--- src/rtl/digit_entry_pkg.sv ---
// Shared constants and BCD helpers for the digit entry/display block.
// Segment codes are active-low {dp,g,f,e,d,c,b,a}.
package digit_entry_pkg;

  localparam logic [7:0] SEG_BLANK = 8'hFF;

  localparam logic [7:0] SEG_0 = 8'hC0;
  localparam logic [7:0] SEG_1 = 8'hF9;
  localparam logic [7:0] SEG_2 = 8'hA4;
  localparam logic [7:0] SEG_3 = 8'hB0;
  localparam logic [7:0] SEG_4 = 8'h99;
  localparam logic [7:0] SEG_5 = 8'h92;
  localparam logic [7:0] SEG_6 = 8'h82;
  localparam logic [7:0] SEG_7 = 8'hF8;
  localparam logic [7:0] SEG_8 = 8'h80;
  localparam logic [7:0] SEG_9 = 8'h90;

  localparam logic [3:0] BCD_MAX = 4'd9;

  function automatic logic [3:0] bcd_inc(input logic [3:0] d);
    return (d >= BCD_MAX) ? 4'd0 : d + 4'd1;
  endfunction

  function automatic logic [3:0] bcd_dec(input logic [3:0] d);
    return (d == 4'd0 || d > BCD_MAX) ? BCD_MAX : d - 4'd1;
  endfunction

endpackage

--- src/rtl/digit_entry_display_seg7_decode.sv ---
// BCD to active-low 7-segment decoder; non-BCD codes blank.
// Decimal point is always off.
module seg7_decode
  import digit_entry_pkg::*;
(
  input  logic [3:0] bcd_i,
  output logic [7:0] seg_o
);

  always_comb begin
    seg_o = SEG_BLANK;
    case (bcd_i)
      4'd0:    seg_o = SEG_0;
      4'd1:    seg_o = SEG_1;
      4'd2:    seg_o = SEG_2;
      4'd3:    seg_o = SEG_3;
      4'd4:    seg_o = SEG_4;
      4'd5:    seg_o = SEG_5;
      4'd6:    seg_o = SEG_6;
      4'd7:    seg_o = SEG_7;
      4'd8:    seg_o = SEG_8;
      4'd9:    seg_o = SEG_9;
      default: seg_o = SEG_BLANK;
    endcase
  end

endmodule

--- src/rtl/digit_entry_display.sv ---
// Cursor-edited BCD register with multiplexed, blinking 7-seg output.
// Define DIGIT_CARRY_EN for decimal carry/borrow on inc/dec.
module digit_entry_display
  import digit_entry_pkg::*;
#(
  parameter int DIGITS      = 8,
  parameter int SCAN_DIV    = 262144,
  parameter int BLINK_TICKS = 64
) (
  input  logic                       clk100mhz,
  input  logic                       rst,
  input  logic                       en,
  input  logic                       btn_left,
  input  logic                       btn_right,
  input  logic                       btn_inc,
  input  logic                       btn_dec,
  input  logic                       load,
  input  logic [4*DIGITS-1:0]        load_value,
  output logic [4*DIGITS-1:0]        value,
  output logic [$clog2(DIGITS)-1:0]  cursor,
  output logic [DIGITS-1:0]          an,
  output logic [7:0]                 seg
);

  localparam int CW = $clog2(DIGITS);
  localparam int TW = $clog2(SCAN_DIV);
  localparam int BW = $clog2(BLINK_TICKS + 1);
  localparam int VW = 4 * DIGITS;
  localparam logic [CW-1:0] CMAX = CW'(DIGITS - 1);

  logic [VW-1:0]     value_q, value_d;
  logic [CW-1:0]     cursor_q, cursor_d;
  logic [3:0]        prev_q;
  logic [TW-1:0]     tick_q, tick_d;
  logic [CW-1:0]     scan_q, scan_d;
  logic [BW-1:0]     blink_q, blink_d;
  logic              phase_q, phase_d;
  logic [DIGITS-1:0] an_q, an_d;
  logic [7:0]        seg_q, seg_d;

  logic [3:0]    btn, edg;
  logic          e_l, e_r, e_i, e_d;
  logic [VW-1:0] inc_v, dec_v, load_v;
  logic          tick;
  logic [3:0]    scan_digit;
  logic [7:0]    scan_seg;

  assign btn = {btn_left, btn_right, btn_inc, btn_dec};
  // Edges are dropped while disabled, but prev_q keeps tracking.
  assign edg = btn & ~prev_q & {4{en}};
  assign {e_l, e_r, e_i, e_d} = edg;

  always_comb begin
    load_v = '0;
    for (int i = 0; i < DIGITS; i++) begin
      if (load_value[4*i +: 4] <= BCD_MAX)
        load_v[4*i +: 4] = load_value[4*i +: 4];
    end
  end

  always_comb begin
`ifdef DIGIT_CARRY_EN
    logic c_inc, c_dec;
    c_inc = 1'b1;
    c_dec = 1'b1;
`endif
    inc_v = value_q;
    dec_v = value_q;
    for (int i = 0; i < DIGITS; i++) begin
`ifdef DIGIT_CARRY_EN
      if (i >= int'(cursor_q) && c_inc) begin
        inc_v[4*i +: 4] = bcd_inc(value_q[4*i +: 4]);
        c_inc = (value_q[4*i +: 4] == BCD_MAX);
      end
      if (i >= int'(cursor_q) && c_dec) begin
        dec_v[4*i +: 4] = bcd_dec(value_q[4*i +: 4]);
        c_dec = (value_q[4*i +: 4] == 4'd0);
      end
`else
      if (i == int'(cursor_q)) begin
        inc_v[4*i +: 4] = bcd_inc(value_q[4*i +: 4]);
        dec_v[4*i +: 4] = bcd_dec(value_q[4*i +: 4]);
      end
`endif
    end
  end

  always_comb begin
    value_d  = value_q;
    cursor_d = cursor_q;
    if (load) begin
      value_d = load_v;
    end else begin
      if (e_i && !e_d)
        value_d = inc_v;
      else if (e_d && !e_i)
        value_d = dec_v;
      if (e_l && !e_r)
        cursor_d = (cursor_q == CMAX) ? '0 : cursor_q + CW'(1);
      else if (e_r && !e_l)
        cursor_d = (cursor_q == '0) ? CMAX : cursor_q - CW'(1);
    end
  end

  assign tick = (tick_q == TW'(SCAN_DIV - 1));

  always_comb begin
    tick_d  = tick ? '0 : tick_q + TW'(1);
    scan_d  = scan_q;
    blink_d = blink_q;
    phase_d = phase_q;
    if (tick) begin
      scan_d = (scan_q == CMAX) ? '0 : scan_q + CW'(1);
      if (blink_q == BW'(BLINK_TICKS - 1)) begin
        blink_d = '0;
        phase_d = ~phase_q;
      end else begin
        blink_d = blink_q + BW'(1);
      end
    end
  end

  assign scan_digit = value_q[{scan_q, 2'b00} +: 4];

  seg7_decode u_dec (
    .bcd_i (scan_digit),
    .seg_o (scan_seg)
  );

  always_comb begin
    an_d = '1;
    for (int i = 0; i < DIGITS; i++)
      an_d[i] = (CW'(i) != scan_q);
    seg_d = scan_seg;
    if (en && !phase_q && scan_q == cursor_q)
      seg_d = SEG_BLANK;
  end

  always_ff @(posedge clk100mhz) begin
    if (rst) begin
      value_q  <= '0;
      cursor_q <= '0;
      prev_q   <= '0;
      tick_q   <= '0;
      scan_q   <= '0;
      blink_q  <= '0;
      phase_q  <= 1'b1;
      an_q     <= '1;
      seg_q    <= SEG_BLANK;
    end else begin
      value_q  <= value_d;
      cursor_q <= cursor_d;
      prev_q   <= btn;
      tick_q   <= tick_d;
      scan_q   <= scan_d;
      blink_q  <= blink_d;
      phase_q  <= phase_d;
      an_q     <= an_d;
      seg_q    <= seg_d;
    end
  end

  assign value  = value_q;
  assign cursor = cursor_q;
  assign an     = an_q;
  assign seg    = seg_q;

endmodule

--- config.mk ---
export PLATFORM = sky130hd
export DESIGN_NAME = digit_entry_display
export DESIGN_NICKNAME = d
export VERILOG_FILES = /design/src/rtl/digit_entry_pkg.sv /design/src/rtl/digit_entry_display_seg7_decode.sv /design/src/rtl/digit_entry_display.sv
export SDC_FILE = /design/constraint.sdc
export NUM_CORES = 1
export LEC_CHECK = 0
export ABC_AREA = 1
export CAP_MARGIN = 20
export CORE_UTILIZATION = 25
export CTS_CLUSTER_SIZE = 30
export DETAILED_ROUTE_END_ITERATION = 10
export DONT_BUFFER_PORTS = 1
export SYNTH_ARGS = -nofsm -noshare
export SYNTH_HDL_FRONTEND = slang
export SYNTH_SLANG_ARGS = --single-unit
--- constraint.sdc ---
create_clock -name clk100mhz -period 2.2 [get_ports clk100mhz]
set_input_delay 0.33 -clock clk100mhz [delete_from_list [all_inputs] [get_ports clk100mhz]]
set_output_delay 0.33 -clock clk100mhz [all_outputs]
set_load 0.02 [all_outputs]
==> results of run 1 <==
-- worst max-delay path by stage --
stage	to	start	slack (ps)
floorplan	seg[6]	scan_q[0]	390
global placement	value[28]	cursor[0]	370
detailed placement	seg[1]	scan_q[0]	340
CTS	seg[1]	scan_q[0]	330
global route	value[0]	cursor[0]	110
finish	seg[1]	scan_q[0]	330
-- layout by cell type, fill, tap and decap left out, drive strengths merged --
| cell | n |
|---|---|
| o31ai | 2 |
| nor2 | 76 |
| clkinvlp | 2 |
| a221oi | 1 |
| clkinv | 4 |
| or2 | 7 |
| nor3 | 10 |
| a21boi | 1 |
| nand2 | 244 |
| xor2 | 13 |
| nor3b | 1 |
| conb | 1 |
| a21oi | 92 |
| buf | 39 |
| inv | 106 |
| a211oi | 1 |
| o211ai | 9 |
| o21bai | 1 |
| o21ai | 68 |
| a31oi | 2 |
| mux2i | 1 |
| dfxtp | 83 |
| nand4 | 19 |
| ha | 46 |
| xnor2 | 10 |
| nand3 | 107 |
| clkbuf | 10 |
-- state kept, by name, indices dropped and copies added, names as in the netlist --
register	cells
prev_q	4
tick_q	18
phase_q	1
cursor	3
an	8
scan_q	3
value	32
seg	7
blink_q	7
-- power groups by stage --
stage	registers (W)	clock network, W	logic (W)
after floorplan	0.00182	0	0.000732
after global placement	0.00177	0	0.00107
after detailed placement	0.00177	0	0.00108
after CTS	0.00174	0.00150	0.00109
after global routing	0.00175	0.00156	0.00125
final	0.00173	0.00145	0.00109
-- cell families (layout without fill, tap and decap cells) --
family | Yosys count | after routing
DFF | 83 | 83
buffers and inverters | 138 | 161
and+or+nand+nor | 464 | 464
muxes | 1 | 1
other | 1 | 1
adders and majority gates | 46 | 46
xor gates and xnor gates | 23 | 23
AOI/OAI and AO/OA | 177 | 177
-- critical path: cells and delay by family, from the launching register on --
kind | cells | cell delay [ps]
AO/OA/AOI/OAI | 2 | 490
buffers and inverters | 1 | 250
adder cells (fa/ha/maj) | 1 | 320
AND/OR/NAND/NOR | 4 | 360
flip-flops | 1 | 330
-- stage by stage --
step | std cells | util
finish | 1275 | 0.289
global route | 1275 | 0.289
CTS | 1275 | 0.289
detailed placement | 1259 | 0.277
global placement | 1259 | 0.277
floorplan | 933 | -
-- per-layer routing --
metal  global-route usage  vias to the layer above
met4               0.0509                        0
met1                0.188                     2670
met2                0.242                      157
li1                     -                     3098
met5                    0                        -
met3               0.0360                       19
-- final cells by class --
class	instances	area [µm²]	area share
Clock buffer	10	229	0.0339
Clock inverter	6	48.8	0.00722
Inverter	106	398	0.0589
Multi-Input combinational cell	712	3730	0.552
Sequential cell	83	1660	0.246
Tap cell	319	399	0.0591
Timing Repair Buffer	39	293	0.0433
==> metrics.yaml, run 1 <==
status:
  outcome: "completed"
logic_synthesis:
  synthCells: 933
  syn_nets: 1019
  synth-adder-area-share: 0.0966
  synth_simple_gate_area_frac: 0.335
  synth_top_family_by_area: "simple AND/OR/NAND/NOR gates"
  ys_ff_latch: 83
  postSynthAreaPerCell_um2: 6.39
  synth_mux_area_frac: 0.00168
  synth-compound-area-share: 0.158
  ys_types: 36
  synth-main-ff-cell: "dfxtp_1"
  ys_top_cells_by_count: "nand2_1, nand3_1, inv_1"
  ys_async_sr_fraction: 0
  yosys-top-cells-area: "dfxtp_1, nand2_1, ha_1"
  ys_seq_area_frac: 0.279
  syn-cell-area_um2: 5960
  synth_edf_count: 0
  yosysMostFrequentCell: "nand2_1"
  synth_warnings: 0
  yosys.area.top_type_share: 0.279
  yosysTopAreaCell: "dfxtp_1"
  synth_xor_area_frac: 0.0338
die:
  num_rows: 56
  core_um2: 23400
  die_area_um2: 24500
  io_pins: 91
  fp.dieH_um: 156
  initial_core_util: 0.255
  die_x_um: 156
routing:
  dr_wl_met3_um: 1130
  wl_met2_um: 7850
  drt_iter0_drc: 384
  wl_per_cell_um: 13.6
  dr_total_vias: 5944
  wirelength_met1_um: 7980
  dr.pass1.iters: 5
  remaining_drc_errors: 0
  vias_per_cell: 4.66
  final_antenna_net_count: 0
  top_layer: "met4"
  finalWirelength_um: 17300
timing:
  setup-tns-final_ps: 0
  period_minus_slack_ps: 1870
  post-route-period-util: 0.850
  tightest_slew_ps: 578
  final.setup_skew_ps: 7.88
  finalMaxSlewViolations: 0
  setup_violations: 0
  finalWorstSetupSlack_ps: 330
  fmax_mhz: 535
  hold_viol: 0
  maxSlewHeadroom: 0.614
  holdWs_ps: 59.8
  grt_setup_unrepaired: "no"
clocking:
  post-cts-setup-buffers: 0
  cts_sinks: 83
  cts_hold_buf: 0
  cts_buffer_depth: 2
  clk_pin_slew_ps: 60
  ctsRootBufferMaster: "clkbuf_16"
  clkLatencyLatePin_ps: 350
  numCtsBuffers: 9
  cts_max_level: 3
  post_cts_resized: 0
  cts_tree: "built"
critical_path:
  arrival_ps: 2090
  crit_required_ps: 2420
  crit_chain: "buf_4 > nand2_1 > o211ai_1 > nand2_1 > o21ai_0 > ha_1 > nand3_1 > nand3_1"
  rr_startpoint: "scan_q[0]"
  crit_type: "reg -> reg"
  cpMaxStageDelayCell: "o21ai_0"
  r2r_slack_ps: 330
  reg2regPathDepth: 8
  crit_path_start_kind: "flop"
  cp-end-kind: "flop"
  rr_endpoint: "seg[1]"
  max_stage_delay_ps: 390
  path_max_fanout: 23
pwr:
  power.density_nw_per_um2: 633
  p_int_w: 0.00275
  switchingPower_w: 0.00152
  swShare: 0.356
  p_comb_frac: 0.255
  vdd_drop_max_mv: 0.319
  seqPwrFrac: 0.405
  power_leakage_nw: 3.04
  p_total_w: 0.00428
  clockPowerShare: 0.340
placement:
  dp_slack_ps: 344
  gp_congestion: 0.824
  placed_area_um2: 6480
  port_buffers: 0
  dp_hpwl_um: 13100
cells_and_area:
  num-nets-final: 1037
  drive_gt1_frac: 0.0805
  n_antenna_cell: 0
  final_area_um2: 6760
  area_delta_synth_final_pct: 13.4
  final.fill_count: 2595
grt:
  antenna_found_initial: 0
  grt_overflow: 0
  grt_max_degree: 38
  grt_pass1_wl_um: 28500
  grt_pass1_vias: 5561
  grt.total_usage: 0.148
hold_path:
  hold_end: "blink_q[3]"
  hp-class: "in -> reg"
  min_from: "rst"
  worstHoldPathCells: 1
run:
  max_cap_viol_count: 0
(Power assumes the default switching activity.)
==> inputs of run 2 (changes only) <==
ABC_AREA = 0   (was 1)
==> metrics.yaml, run 2 <==
die:
  die_area_um2: 24900  # +1.7%
  num_rows: 56  # unchanged
  fp.dieH_um: 158  # +0.85%
  io_pins: 91  # unchanged
  die_x_um: 158  # +0.85%
  core_um2: 23600  # +0.90%
  initial_core_util: 0.257  # +0.00208
hold_path:
  hp-class: "in -> reg"
pwr:
  switchingPower_w: 0.00131  # -14%
  p_int_w: 0.00298  # +8.1%
  vdd_drop_max_mv: 0.300  # -5.9%
  power.density_nw_per_um2: 614  # -2.9%
  swShare: 0.305  # -0.0512
  p_comb_frac: 0.210  # -0.045
  power_leakage_nw: 2.61  # -14%
  seqPwrFrac: 0.393  # -0.012
  clockPowerShare: 0.397  # +0.057
logic_synthesis:
  yosysTopAreaCell: "dfxtp_1"
  synth_warnings: 0  # unchanged
  ys_types: 83  # +130%
  postSynthAreaPerCell_um2: 8.11  # +27%
  ys_ff_latch: 83  # unchanged
  syn-cell-area_um2: 6060  # +1.7%
  ys_top_cells_by_count: "dfxtp_1, nand2_1, nor2_1"
  synth-adder-area-share: 0.0949  # -0.00163
  synth-compound-area-share: 0.244  # +0.0859
  ys_seq_area_frac: 0.274  # -0.00472
  synth_mux_area_frac: 0.0493  # +0.0476
  yosys.area.top_type_share: 0.274  # -0.00472
  synth_simple_gate_area_frac: 0.229  # -0.106
  synth_xor_area_frac: 0.0330  # -0.000778
  synthCells: 748  # -20%
  syn_nets: 834  # -18%
  ys_async_sr_fraction: 0  # unchanged
  synth_top_family_by_area: "compound AO/OA/AOI/OAI gates"
  synth_edf_count: 0  # unchanged
  synth-main-ff-cell: "dfxtp_1"
  yosys-top-cells-area: "dfxtp_1, ha_1, nand2_1"
  yosysMostFrequentCell: "dfxtp_1"
critical_path:
  crit_chain: "mux4_1 > mux2i_2 > inv_1 > ha_1 > a21oi_1 > a21oi_1"
  cp_common_cell: "a21oi_1"
  crit_path_start_kind: "flop"
  crit_type: "reg -> reg"
  arrival_ps: 2220  # +130 ps
  crit_required_ps: 2430  # about the same
  path_max_fanout: 7  # -70%
  cpMaxStageDelayCell: "mux4_1"
  crit_family: "multiplexers"
  cp_num_buf_inv: 1  # unchanged
  max_stage_delay_ps: 600  # +210 ps
  cp-end-kind: "flop"
routing:
  drt_iter0_drc: 441  # +15%
  final_antenna_net_count: 0  # unchanged
  finalWirelength_um: 18800  # +8.6%
  remaining_drc_errors: 0  # unchanged
  vias_per_cell: 5.19  # +11%
  dr.pass1.iters: 5  # unchanged
  wl_per_cell_um: 17.2  # +27%
  dr_total_vias: 5663  # -4.7%
cells_and_area:
  final.fill_count: 2500  # -3.7%
  multi_input_area_um2: 3950  # +5.9%
  post-route-util: 0.295  # +0.00644
  drive_gt1_frac: 0.128  # +0.0475
  final_common_cell: "dfxtp_1"
  n_antenna_cell: 0  # unchanged
  largest_register_ffs: 32  # unchanged
  num-nets-final: 854  # -18%
  mostFrequentLayoutCells: "dfxtp_1, nand2_1, buf_4"
  area_delta_synth_final_pct: 15.0
  seq_area_um2: 1660  # +0.15%
timing:
  post-route-period-util: 0.905  # +0.0551
  setup_violations: 0  # unchanged
  tightest_slew_ps: 564  # -13.6 ps
  period_minus_slack_ps: 1990  # +121 ps
  final.setup_skew_ps: 3.41  # -4.47 ps
  grt_setup_unrepaired: "no"
  fmax_mhz: 502  # -6.1%
  hold_viol: 0  # unchanged
  maxSlewHeadroom: 0.619  # +0.00444
  setup-tns-final_ps: 0  # unchanged
  finalMaxSlewViolations: 0  # unchanged
clocking:
  cts_sinks: 83  # unchanged
  clk_pin_slew_ps: 60  # about the same
  cts_hold_buf: 0  # unchanged
  ctsRootBufferMaster: "clkbuf_16"
  cts_buffer_depth: 2  # unchanged
  clkLatencyLatePin_ps: 350  # about the same
  cts_max_level: 3  # unchanged
  cts_tree: "built"
  numCtsBuffers: 9  # unchanged
grt:
  grt_pass1_wl_um: 29400  # +3.2%
  grt_max_degree: 55  # +45%
  grt.total_usage: 0.153  # +0.00508
  grt_overflow: 0  # unchanged
  grt_pass1_vias: 5282  # -5.0%
  antenna_found_initial: 0  # unchanged
status:
  outcome: "completed"
placement:
  dp_hpwl_um: 14100  # +7.6%
  port_buffers: 0  # unchanged
  gp_congestion: 0.886  # +7.5%
run:
  max_cap_viol_count: 0  # unchanged
run 2: power groups by stage:
stage	Sequential, W	Combinational, W	Clock, W
finish	0.00168	0.000900	0.00170
global route	0.00169	0.000998	0.00179
CTS	0.00168	0.000894	0.00173
detailed placement	0.00172	0.000889	0
global placement	0.00172	0.000886	0
floorplan	0.00175	0.000617	0
run 2: kinds of logic after synthesis:
kind of cell / Yosys count
and+or+nand+nor: 262
AOI/OAI and AO/OA: 220
buffers and inverters: 97
DFF: 83
adders and majority gates: 46
xor gates and xnor gates: 22
muxes: 17
other: 1
run 2: path summary, 6_finish.rpt:
| check | end | slack [ps] | cells after the start | startpoint |
|---|---|---|---|---|
| min reg2reg | blink_q[1] | 470 | 2 | blink_q[1] |
| max reg2reg | seg[6] | 210 | 6 | scan_q[2] |
| min | tick_q[14] | 50 | 1 | rst |
| max | seg[6] | 210 | 6 | scan_q[2] |
run 2: what timing repair did:
item | in CTS | in global routing
gates resized for setup | 0 | 3
setup endpoints to repair | 0 | 7
buffers inserted | 0 | 0
endpoints found under the hold margin | 0 | 0
run 2: layout make-up:
class	instances	share of cell area
sequential	83	0.239
inverter	47	0.0253
clock inverter	5	0.0122
timing repair buffer	59	0.0653
multi-input combinational	568	0.566
tap	319	0.0573
clock buffer	11	0.0348
run 2: metal layers:
layer | share of wire | wire length [µm] | track usage
met5 | 0 | 0 | 0
met3 | 0.084 | 1580 | 0.0350
met4 | 0.020 | 367 | 0.0573
met2 | 0.43 | 8140 | 0.230
met1 | 0.46 | 8680 | 0.210
run 2: worst register-to-register path, delay by kind of cell, from the launching register on:
family	cells	cell delay [ps]
multiplexers	2	870
flip-flops	1	410
buffers and inverters	1	120
AO/OA/AOI/OAI	2	230
adder cells (fa/ha/maj)	1	240
run 2: stage by stage:
| step | cells | total power (W) | setup WS (ps) | cell area [µm²] | hold WS [ps] |
|---|---|---|---|---|---|
| CTS | 1092 | 0.00431 | 27.0 | 6970 | 37.6 |
| global placement | 1076 | 0.00260 | 119 | 6640 | 410 |
| floorplan | 748 | 0.00236 | 185 | 6060 | 430 |
| finish | 1092 | 0.00428 | 208 | 6970 | 49.9 |
| global route | 1092 | 0.00448 | 69.7 | 6970 | 42.1 |
| detailed placement | 1076 | 0.00261 | 41.4 | 6640 | 412 |
